--- src/rtl/soc_aead_io.sv ---
// Operand loader and result drainer around an Ascon AEAD core: byte-lane loading, start handshake,
// result capture and OUT_W-wide streaming. Optional macro SOC_AEAD_IO_ZEROIZE_EN wipes state after drain.
module soc_aead_io #(
  parameter int unsigned KEY_LEN  = 128,
  parameter int unsigned AD_LEN   = 32,
  parameter int unsigned DATA_LEN = 64,
  parameter int unsigned OUT_W    = 8
) (
  input  logic                clk,
  input  logic                rst,
  input  logic [3:0]          lane_wexSI,
  input  logic [31:0]         inputxSI,
  input  logic                startxSI,
  output logic                busyxSO,
  output logic                donexSO,
  output logic                errxSO,
  output logic                core_startxSO,
  output logic [KEY_LEN-1:0]  core_keyxSO,
  output logic [127:0]        core_noncexSO,
  output logic [AD_LEN-1:0]   core_adxSO,
  output logic [DATA_LEN-1:0] core_dataxSO,
  input  logic                core_readyxSI,
  input  logic [DATA_LEN-1:0] core_dataxSI,
  input  logic [127:0]        core_tagxSI,
  output logic                out_validxSO,
  input  logic                out_readyxSI,
  output logic [OUT_W-1:0]    out_dataxSO
);

  localparam int unsigned RES_W   = DATA_LEN + 128;
  localparam int unsigned N_WORDS = RES_W / OUT_W;
  localparam int unsigned KEY_B   = KEY_LEN / 8;
  localparam int unsigned NONCE_B = 16;
  localparam int unsigned AD_B    = AD_LEN / 8;
  localparam int unsigned DATA_B  = DATA_LEN / 8;
  localparam int unsigned KEY_PW   = $clog2(KEY_B + 1);
  localparam int unsigned NONCE_PW = $clog2(NONCE_B + 1);
  localparam int unsigned AD_PW    = $clog2(AD_B + 1);
  localparam int unsigned DATA_PW  = $clog2(DATA_B + 1);
  localparam int unsigned WCNT_W   = $clog2(N_WORDS);

  typedef enum logic [1:0] {StLoad, StStart, StWait, StDrain} stateT;

  stateT               stateQ, stateD;
  logic [KEY_LEN-1:0]  keyQ, keyD;
  logic [127:0]        nonceQ, nonceD;
  logic [AD_LEN-1:0]   adQ, adD;
  logic [DATA_LEN-1:0] dataQ, dataD;
  logic [KEY_PW-1:0]   keyPtrQ, keyPtrD;
  logic [NONCE_PW-1:0] noncePtrQ, noncePtrD;
  logic [AD_PW-1:0]    adPtrQ, adPtrD;
  logic [DATA_PW-1:0]  dataPtrQ, dataPtrD;
  logic [RES_W-1:0]    resQ, resD;
  logic [WCNT_W-1:0]   wcntQ, wcntD;
  logic                errQ, errD;
  logic                doneQ, doneD;

  always_comb begin
    stateD    = stateQ;
    keyD      = keyQ;
    nonceD    = nonceQ;
    adD       = adQ;
    dataD     = dataQ;
    keyPtrD   = keyPtrQ;
    noncePtrD = noncePtrQ;
    adPtrD    = adPtrQ;
    dataPtrD  = dataPtrQ;
    resD      = resQ;
    wcntD     = wcntQ;
    errD      = errQ;
    doneD     = 1'b0;

    unique case (stateQ)
      StLoad: begin
        // A full lane drops its byte and flags an error; the other lanes still store.
        if (lane_wexSI[0]) begin
          if (keyPtrQ == KEY_PW'(KEY_B)) begin
            errD = 1'b1;
          end else begin
            for (int unsigned i = 0; i < KEY_B; i++) begin
              if (keyPtrQ == KEY_PW'(i)) keyD[KEY_LEN-1-8*i -: 8] = inputxSI[7:0];
            end
            keyPtrD = keyPtrQ + KEY_PW'(1);
          end
        end
        if (lane_wexSI[1]) begin
          if (noncePtrQ == NONCE_PW'(NONCE_B)) begin
            errD = 1'b1;
          end else begin
            for (int unsigned i = 0; i < NONCE_B; i++) begin
              if (noncePtrQ == NONCE_PW'(i)) nonceD[127-8*i -: 8] = inputxSI[15:8];
            end
            noncePtrD = noncePtrQ + NONCE_PW'(1);
          end
        end
        if (lane_wexSI[2]) begin
          if (adPtrQ == AD_PW'(AD_B)) begin
            errD = 1'b1;
          end else begin
            for (int unsigned i = 0; i < AD_B; i++) begin
              if (adPtrQ == AD_PW'(i)) adD[AD_LEN-1-8*i -: 8] = inputxSI[23:16];
            end
            adPtrD = adPtrQ + AD_PW'(1);
          end
        end
        if (lane_wexSI[3]) begin
          if (dataPtrQ == DATA_PW'(DATA_B)) begin
            errD = 1'b1;
          end else begin
            for (int unsigned i = 0; i < DATA_B; i++) begin
              if (dataPtrQ == DATA_PW'(i)) dataD[DATA_LEN-1-8*i -: 8] = inputxSI[31:24];
            end
            dataPtrD = dataPtrQ + DATA_PW'(1);
          end
        end
        if (startxSI) begin
          stateD = StStart;
          errD   = 1'b0;
        end
      end
      StStart: stateD = StWait;
      StWait: begin
        if (core_readyxSI) begin
          resD   = {core_dataxSI, core_tagxSI};
          wcntD  = '0;
          stateD = StDrain;
        end
      end
      StDrain: begin
        if (out_readyxSI) begin
          if (wcntQ == WCNT_W'(N_WORDS - 1)) begin
            stateD    = StLoad;
            doneD     = 1'b1;
            wcntD     = '0;
            keyPtrD   = '0;
            noncePtrD = '0;
            adPtrD    = '0;
            dataPtrD  = '0;
`ifdef SOC_AEAD_IO_ZEROIZE_EN
            keyD   = '0;
            nonceD = '0;
            adD    = '0;
            dataD  = '0;
            resD   = '0;
`else
            resD = resQ << OUT_W;
`endif
          end else begin
            wcntD = wcntQ + WCNT_W'(1);
            resD  = resQ << OUT_W;
          end
        end
      end
      default: stateD = StLoad;
    endcase

    if (stateQ != StLoad && lane_wexSI != 4'b0000) errD = 1'b1;
  end

  always_ff @(posedge clk or negedge rst) begin
    if (!rst) begin
      stateQ    <= StLoad;
      keyQ      <= '0;
      nonceQ    <= '0;
      adQ       <= '0;
      dataQ     <= '0;
      keyPtrQ   <= '0;
      noncePtrQ <= '0;
      adPtrQ    <= '0;
      dataPtrQ  <= '0;
      resQ      <= '0;
      wcntQ     <= '0;
      errQ      <= 1'b0;
      doneQ     <= 1'b0;
    end else begin
      stateQ    <= stateD;
      keyQ      <= keyD;
      nonceQ    <= nonceD;
      adQ       <= adD;
      dataQ     <= dataD;
      keyPtrQ   <= keyPtrD;
      noncePtrQ <= noncePtrD;
      adPtrQ    <= adPtrD;
      dataPtrQ  <= dataPtrD;
      resQ      <= resD;
      wcntQ     <= wcntD;
      errQ      <= errD;
      doneQ     <= doneD;
    end
  end

  // Every output comes straight from a register, so reset forces all of them to 0.
  assign busyxSO       = (stateQ != StLoad);
  assign core_startxSO = (stateQ == StStart);
  assign out_validxSO  = (stateQ == StDrain);
  assign out_dataxSO   = resQ[RES_W-1 -: OUT_W];
  assign donexSO       = doneQ;
  assign errxSO        = errQ;
  assign core_keyxSO   = keyQ;
  assign core_noncexSO = nonceQ;
  assign core_adxSO    = adQ;
  assign core_dataxSO  = dataQ;

endmodule

--- config.mk ---
export PLATFORM = sky130hd
export DESIGN_NAME = soc_aead_io
export DESIGN_NICKNAME = d
export VERILOG_FILES = /design/src/rtl/soc_aead_io.sv
export SDC_FILE = /design/constraint.sdc
export NUM_CORES = 1
export LEC_CHECK = 0
export ABC_AREA = 1
export BUFFER_PORTS_ARGS = -buffer_cell sky130_fd_sc_hd__buf_2
export CAP_MARGIN = 30
export CORE_AREA = 2 2 230 232
export CTS_CLUSTER_SIZE = 14
export DETAILED_ROUTE_END_ITERATION = 8
export DIE_AREA = 0 0 232 234
export GPL_TIMING_DRIVEN = 0
export PLACE_DENSITY = 0.74
export RECOVER_POWER = 50
export SYNTH_ARGS = -nofsm -noshare
export SYNTH_HDL_FRONTEND = slang
export SYNTH_SLANG_ARGS = --single-unit
--- constraint.sdc ---
create_clock -name clk -period 3.7 [get_ports clk]
set_input_delay 0.185 -clock clk [delete_from_list [all_inputs] [get_ports clk]]
set_output_delay 0.185 -clock clk [all_outputs]
set_load 0.02 [all_outputs]
==> summary.txt, run 1 <==
Clock tree
  • Maximum buffer depth of the clock tree: 3
  • Htree depth: 2
  • Later-pin clock latency in the skew report: 0.61 ns
  • Register clock-pin slew on the reported worst setup and hold paths: 0.06 ns
  • Post-CTS Hold Fix Bufs: 220
  • Sinks on Clock Net: 570
  • TritonCTS clock tree: yes
  • PostCTS Resize Cnt: 0
  • Post-CTS Repair Setup Buffers: 0
  • Clock Tree Root: sky130_fd_sc_hd__clkbuf_16
  • Number of buffers created by CTS: 59

Critical path
  • Worst Path Max Fanout: 10
  • Crit end category: flip-flop
  • Launch point of the worst path: stateQ[0]$_DFFE_PN0P_
  • Crit path launch type: flip-flop
  • Critical path type: reg2reg
  • R2r startpoint: stateQ[0]$_DFFE_PN0P_
  • Crit path arrival time: 3.45 ns
  • Required time reported for the critical path endpoint: 4.19 ns

Detailed routing
  • Post-route antenna net violation count: 0
  • Number of iterations in the first detailed-routing pass: 5
  • Iteration-0 DRC Markers: 1924
  • Mean routed wirelength per cell: 18.8 µm
  • Via density per instance: 5.34
  • Total wirelength of the detailed-routed design: 83.8 mm
  • Total DRC errors in the routed layout: 0
  • Total number of vias: 23878

Placement
  • Sum of net half-perimeters after detailed placement: 55.1 mm
  • Post-Place Setup Slack: 1.40 ns
  • GPL Wtd Cong: 0.861
  • Post-placement cell count: 4124
  • Post-detailed-placement cell area: 28900 µm²
  • Port buffer count: 572

GRT
  • Global-route usage over all layers: 30.3%
  • Maximum number of pins on one net before global-route repair: 116
  • Via count of the first global-routing pass: 23376
  • Number of antenna violations at the first check in global routing: 18
  • First-pass GRT wire length: 130 mm
  • Aggregate global routing overflow: 0

Run
  • Max-cap check violation count: 1

Cells and area
  • Fraction of layout instances using a drive strength above 1: 11.4%
  • Commonest non-fill, non-tap cells in the layout: sky130_fd_sc_hd__nand2_1 (1006), sky130_fd_sc_hd__dfrtp_1 (570), sky130_fd_sc_hd__clkbuf_1 (457)
  • Fill cell instance count of the final layout: 4395
  • Number of non-filler instances in the completed layout: 4470
  • Most common cell after layout, fill and taps aside: sky130_fd_sc_hd__nand2_1
  • Finished Core Util: 62.9%
  • Fin area: 32700 µm²
  • Nets: 3974
  • Area growth from synthesis to final layout: 30.9%

Pwr
  • Fraction of power consumed by sequential logic: 35.7%
  • Net switching power: 11700 µW
  • Maximum vdd ir drop: 0.000544 V
  • Design internal power: 16000 µW
  • Part of the power in the clock network: 23.5%
  • Cell leakage power: 0.0161 µW
  • Comb power frac: 40.8%
  • PD cells: 848 nW/µm²
  • Sw Share: 42.4%

STA
  • Max Clock Freq: 338 MHz
  • Remaining max-slew budget at the tightest pin: -11.1%
  • Final Hold Fails: 0
  • # setup viols final: 0
  • Largest clock skew in the final design: 0.00957 ns
  • Setup slack after layout: 0.742 ns
  • Transition at the pin with the smallest max-transition slack: 1.67 ns
  • Unrepaired setup endpoints after global routing: false
  • Final count of pins violating max slew: 115
  • Period utilisation layout: 80.0%
  • Final min period: 2.96 ns

Floorplan
  • Starting utilization of the core area: 48.0%
  • Die extent in y: 234 µm
  • Die W: 232 µm
  • Area of the placeable core: 52000 µm²
  • Number of core rows: 84
  • Total Die Area: 54300 µm²
  • Number of I/O pins: 598

Synth
  • Net count after synthesis: 3116
  • Number of enable flip-flop cells after synthesis: 0
  • Syn avg cell area: 8.74 µm²
  • Number of register bits inferred by synthesis: 570
  • Top_reg_cell synth: sky130_fd_sc_hd__dfrtp_1
  • Fraction of registers with async set or reset after synthesis: 100%
  • Count of unique library cells instantiated by Yosys: 32
  • Count of warnings emitted by yosys: 0
  • Part of the Yosys area used for sequential elements: 57.1%
  • Synth Instances: 2859
  • Post-Synthesis Cell Area: 25000 µm²

Outcome
  • Failing checks: max-capacitance violations, max-slew violations
  • Status: finished with violations

Worst hold path
  • Worst hold-check path type: in2reg
  • Critical hold path startpoint: inputxSI[12]
[through the flow]
step | power, µW | hold slack, ns | TNS (ns)
floorplan | 17200 | -0.111 | 0
global placement | 20800 | 0.421 | -5411.76
detailed placement | 21100 | 0.287 | 0
CTS | 27800 | 0.000378 | 0
global route | 29500 | 0.0198 | 0
finish | 27700 | 0.0374 | 0
[metal layers]
layer / wire length (µm) / track usage (%) / share of wire [%] / vias to the layer above
met5: 0 / 0 / 0 / -
met3: 6600 / 6.49 / 7.9 / 324
met4: 4850 / 16.8 / 5.8 / 0
met1: 33500 / 38.8 / 40 / 11380
met2: 38900 / 48.1 / 46 / 1206
li1: - / - / - / 10968
[state kept, by name, indices dropped and copies added (netlist names), 5 cells and up]
register and cells:
core_adxSO 32, core_dataxSO 64, core_keyxSO 128, core_noncexSO 128
keyPtrQ 5, noncePtrQ 5, resQ 192, wcntQ 5
[worst max-delay path: stages, from the launching register on]
cell and delay [ns]:
sky130_fd_sc_hd__dfrtp_1 0.41, sky130_fd_sc_hd__inv_1 0.10, sky130_fd_sc_hd__ha_1 0.15, sky130_fd_sc_hd__clkbuf_1 0.49, sky130_fd_sc_hd__inv_2 0.20, sky130_fd_sc_hd__buf_6 0.23, sky130_fd_sc_hd__o21ai_0 0.08, sky130_fd_sc_hd__dlygate4sd3_1 0.57
sky130_fd_sc_hd__nand2_1 0.05, sky130_fd_sc_hd__dlygate4sd3_1 0.54
[cell families after synthesis]
family / after synthesis / synth area share (%)
buffers and inverters: 431 / 7.55
DFF: 570 / 57.1
and+or+nand+nor: 1218 / 20.0
adders and majority gates: 24 / 1.20
xor gates and xnor gates: 3 / 0.105
AOI/OAI and AO/OA: 613 / 14.0
[power by group through the flow]
stage / combinational [µW] / sequential [µW] / clock (µW)
final: 11300 / 9900 / 6510
after global routing: 12500 / 10100 / 6840
after CTS: 11500 / 9770 / 6570
after detailed placement: 11200 / 9830 / 0
after global placement: 11000 / 9800 / 0
after floorplan: 5830 / 11300 / 0
[path summary, 6_finish.rpt]
kind                       slack, ns                            end  cells past startpoint
min in group asynchronous       0.22           resQ[75]$_DFFE_PN0P_                      2
min reg2reg                     0.47    core_dataxSO[9]$_DFFE_PN0P_                      2
max                             0.74             errxSO$_DFFE_PN0P_                      9
min                             0.04  core_noncexSO[20]$_DFFE_PN0P_                      3
max reg2reg                     0.74             errxSO$_DFFE_PN0P_                      9
max in group asynchronous       1.10    core_dataxSO[4]$_DFFE_PN0P_                      4
[area by class of cell]
class / instances / area (µm²) / share of cell area, %
Inverter: 249 / 935 / 2.86
Clock buffer: 71 / 1590 / 4.87
Timing Repair Buffer: 797 / 4740 / 14.5
Antenna cell: 18 / 45.0 / 0.138
Tap cell: 688 / 861 / 2.63
Buffer: 182 / 945 / 2.89
Multi-Input combinational cell: 1858 / 8820 / 27.0
Sequential cell: 570 / 14300 / 43.6
Clock inverter: 37 / 512 / 1.56
[synth_stat cells (all sizes together) (2+ instances only)]
cell type	number	area (µm²)
buf	99	639
clkbuf	83	312
dfrtp	570	14300
ha	24	300
inv	249	935
nand2	1018	3860
nand3	114	601
nand3b	5	37.5
nand4	7	50.1
nor2	62	309
nor3	9	123
o211ai	175	1310
o21ai	437	2190
or2	2	12.5
xnor2	3	26.3
(Power assumes the default switching activity.)
==> run 2, diff against run 1 <==
CORE_AREA = 2 2 232 234   (was 2 2 230 232)
DIE_AREA = 0 0 234 236   (was 0 0 232 234)
PLACE_DENSITY = 0.73   (was 0.74)
clock period = 2.9 ns   (was 3.7 ns; I/O delays follow)
==> run 2 against run 1 <==
Final area grew 0.35%. Hold slack improved by 0.016 ns. Non-clock buffer count rose by 11. Clock power grew 26%. Cell count increased by 0.40%. Setup slack worse by 0.22 ns. Critical path type unchanged. Clock-buffer cell count increased by 9. Via count barely moved. The flow now finishes without violations. Maximum frequency is 24% higher.
==> summary.txt, run 2 (synthesized netlist as in run 1, its figures left out) <==
Detailed routing
  • Number of iterations in the first detailed-routing pass: 6 (was 5)
  • Mean routed wirelength per cell: 18.9 µm (was 18.8 µm)
  • Total number of vias: 23895 (was 23878)
  • Post-route antenna net violation count: 0 (unchanged)
  • Total wirelength of the detailed-routed design: 84.9 mm (was 83.8 mm)
  • Iteration-0 DRC Markers: 1810 (was 1924)
  • Total DRC errors in the routed layout: 0 (unchanged)
  • Via density per instance: 5.32 (was 5.34)

Floorplan
  • Starting utilization of the core area: 47.1% (was 48.0%)
  • Number of core rows: 85 (was 84)
  • Area of the placeable core: 53100 µm² (was 52000 µm²)
  • Total Die Area: 55200 µm² (was 54300 µm²)
  • Die W: 234 µm (was 232 µm)
  • Die extent in y: 236 µm (was 234 µm)
  • Number of I/O pins: 598 (unchanged)

Run
  • Max-cap check violation count: 0 (was 1)

Critical path
  • Register-to-Register Setup Slack: 0.52 ns (was 0.74 ns)
  • Number of buffers and inverters on the critical path: 3 (was 6)
  • Crit path arrival time: 2.82 ns (was 3.45 ns)
  • Crit end category: flip-flop (unchanged)
  • Top cell by count, worst path: sky130_fd_sc_hd__clkbuf_1 (was sky130_fd_sc_hd__dlygate4sd3_1)
  • R2r startpoint: stateQ[0]$_DFFE_PN0P_ (unchanged)
  • Crit-path leading delay family: buffers and inverters (unchanged)
  • Worst Path Max Fanout: 10 (unchanged)
  • Delay contributed by the slowest stage of the critical path: 0.46 ns (was 0.57 ns)
  • Crit path launch type: flip-flop (unchanged)
  • Number of cells on the worst reg-to-reg path: 6 (was 9)
  • Critical path type: reg2reg (unchanged)
  • Required time reported for the critical path endpoint: 3.34 ns (was 4.19 ns)
  • Reg-to-Reg End: resQ[110]$_DFFE_PN0P_ (was errxSO$_DFFE_PN0P_)
  • Cell with the largest stage delay on the worst path: sky130_fd_sc_hd__clkbuf_1 (was sky130_fd_sc_hd__dlygate4sd3_1)
  • CP cell instances: ha_1 > buf_2 > clkbuf_1 > clkbuf_1 > o211ai_1 > o21ai_0 (was inv_1 > ha_1 > clkbuf_1 > inv_2 > buf_6 > o21ai_0 > dlygate4sd3_1 > nand2_1 > dlygate4sd3_1)

Pwr
  • Cell leakage power: 0.0162 µW (was 0.0161 µW)
  • Total power draw: 35400 µW (was 27700 µW)
  • Maximum vdd ir drop: 0.000714 V (was 0.000544 V)
  • PD cells: 1080 nW/µm² (was 848 nW/µm²)

Clock tree
  • Number of buffers created by CTS: 59 (unchanged)
  • Clock Tree Root: sky130_fd_sc_hd__clkbuf_16 (unchanged)
  • Register clock-pin slew on the reported worst setup and hold paths: 0.06 ns (about the same)
  • TritonCTS clock tree: yes (unchanged)
  • Sinks on Clock Net: 570 (unchanged)
  • Htree depth: 2 (unchanged)
  • Post-CTS Hold Fix Bufs: 231 (was 220)
  • Later-pin clock latency in the skew report: 0.62 ns (was 0.61 ns)
  • Maximum buffer depth of the clock tree: 3 (unchanged)
  • PostCTS Resize Cnt: 0 (unchanged)
  • Post-CTS Repair Setup Buffers: 0 (unchanged)

Worst hold path
  • Hold Crit Endpoint: core_keyxSO[6]$_DFFE_PN0P_ (was core_noncexSO[20]$_DFFE_PN0P_)
  • Critical hold path startpoint: lane_wexSI[0] (was inputxSI[12])
  • Worst hold-check path type: in2reg (unchanged)
  • Count of cells along the worst hold path: 4 (was 3)

Cells and area
  • Nets: 3985 (was 3974)
  • Fraction of layout instances using a drive strength above 1: 11.6% (was 11.4%)
  • Max reg flops: 192 (unchanged)
  • Number of non-filler instances in the completed layout: 4488 (was 4470)
  • Commonest non-fill, non-tap cells in the layout: sky130_fd_sc_hd__nand2_1 (1006), sky130_fd_sc_hd__dfrtp_1 (570), sky130_fd_sc_hd__clkbuf_1 (451) (was sky130_fd_sc_hd__nand2_1 (1006), sky130_fd_sc_hd__dfrtp_1 (570), sky130_fd_sc_hd__clkbuf_1 (457))
  • Register bank with the most flops: resQ (unchanged)
  • Area growth from synthesis to final layout: 31.4% (was 30.9%)
  • Most common cell after layout, fill and taps aside: sky130_fd_sc_hd__nand2_1 (unchanged)
  • Finished Core Util: 61.9% (was 62.9%)

Placement
  • Post-Place Setup Slack: 0.544 ns (was 1.40 ns)
  • Post-placement cell count: 4132 (was 4124)
  • GPL Wtd Cong: 0.894 (was 0.861)
  • Sum of net half-perimeters after detailed placement: 56.7 mm (was 55.1 mm)
  • Port buffer count: 572 (unchanged)

GRT
  • First-pass GRT wire length: 131 mm (was 130 mm)
  • Number of antenna violations at the first check in global routing: 15 (was 18)
  • Via count of the first global-routing pass: 23620 (was 23376)
  • Global-route usage over all layers: 30.3% (about the same)
  • Aggregate global routing overflow: 0 (unchanged)
  • Maximum number of pins on one net before global-route repair: 122 (was 116)

STA
  • Final min period: 2.38 ns (was 2.96 ns)
  • Largest clock skew in the final design: 0.00987 ns (was 0.00957 ns)
  • Unrepaired setup endpoints after global routing: false (unchanged)
  • Final Hold Fails: 0 (unchanged)
  • Remaining max-slew budget at the tightest pin: 5.41% (was -11.1%)
  • Hold WS: 0.0537 ns (was 0.0374 ns)
  • Max Clock Freq: 421 MHz (was 338 MHz)
  • Transition at the pin with the smallest max-transition slack: 1.42 ns (was 1.67 ns)
  • # setup viols final: 0 (unchanged)
  • Setup slack after layout: 0.522 ns (was 0.742 ns)
  • Period utilisation layout: 82.0% (was 80.0%)
  • Final count of pins violating max slew: 0 (was 115)

Outcome
  • Status: finished clean (was finished with violations)
## run 2: layer usage
layer  up-vias  share of wire, %  track usage [%]
li1      10995                 -                -
met1     11446                41             39.7
met2      1177                46             48.1
met3       277               7.9             6.20
met4         0               5.3             14.3
met5         -                 0                0
## run 2: area by class of cell
cell class,instances,area (µm²)
Antenna cell,16,40.0
Buffer,182,951
Clock buffer,80,1740
Clock inverter,29,367
Fill cell,4524,20200
Inverter,249,935
Multi-Input combinational cell,1858,8840
Sequential cell,570,14300
Tap cell,696,871
Timing Repair Buffer,808,4830
## run 2: tightest hold or removal path, cell delays in order
cell	delay, ns
sky130_fd_sc_hd__buf_2	0.16
sky130_fd_sc_hd__nand2_2	0.17
sky130_fd_sc_hd__o21ai_0	0.09
sky130_fd_sc_hd__nand2_1	0.06
## run 2: how the worst max path moves through the flow
stage	startpoint	end	slack [ns]	depth (start not counted)
finish	stateQ[0]$_DFFE_PN0P_	resQ[110]$_DFFE_PN0P_	0.52	6
global route	rst	core_dataxSO[42]$_DFFE_PN0P_	0.25	4
CTS	stateQ[0]$_DFFE_PN0P_	core_keyxSO[67]$_DFFE_PN0P_	0.53	7
detailed placement	stateQ[0]$_DFFE_PN0P_	core_keyxSO[67]$_DFFE_PN0P_	0.54	7
global placement	rst	core_noncexSO[116]$_DFFE_PN0P_	-10.38	1
floorplan	stateQ[0]$_DFFE_PN0P_	resQ[130]$_DFFE_PN0P_	1.13	9
## run 2: through the flow
stage          setup TNS, ns  area (µm²)
2_1_floorplan              0       25000
3_3_place_gp        -5855.90       28700
3_5_place_dp               0       28900
4_1_cts                    0       33300
5_1_grt                    0       32800
6_report                   0       32800
## run 2: report_power, final
group          switching [µW]  total (µW)  internal, µW
sequential               1490       12600         11100
clock                    3310        8210          4900
combinational           10300       14600          4300
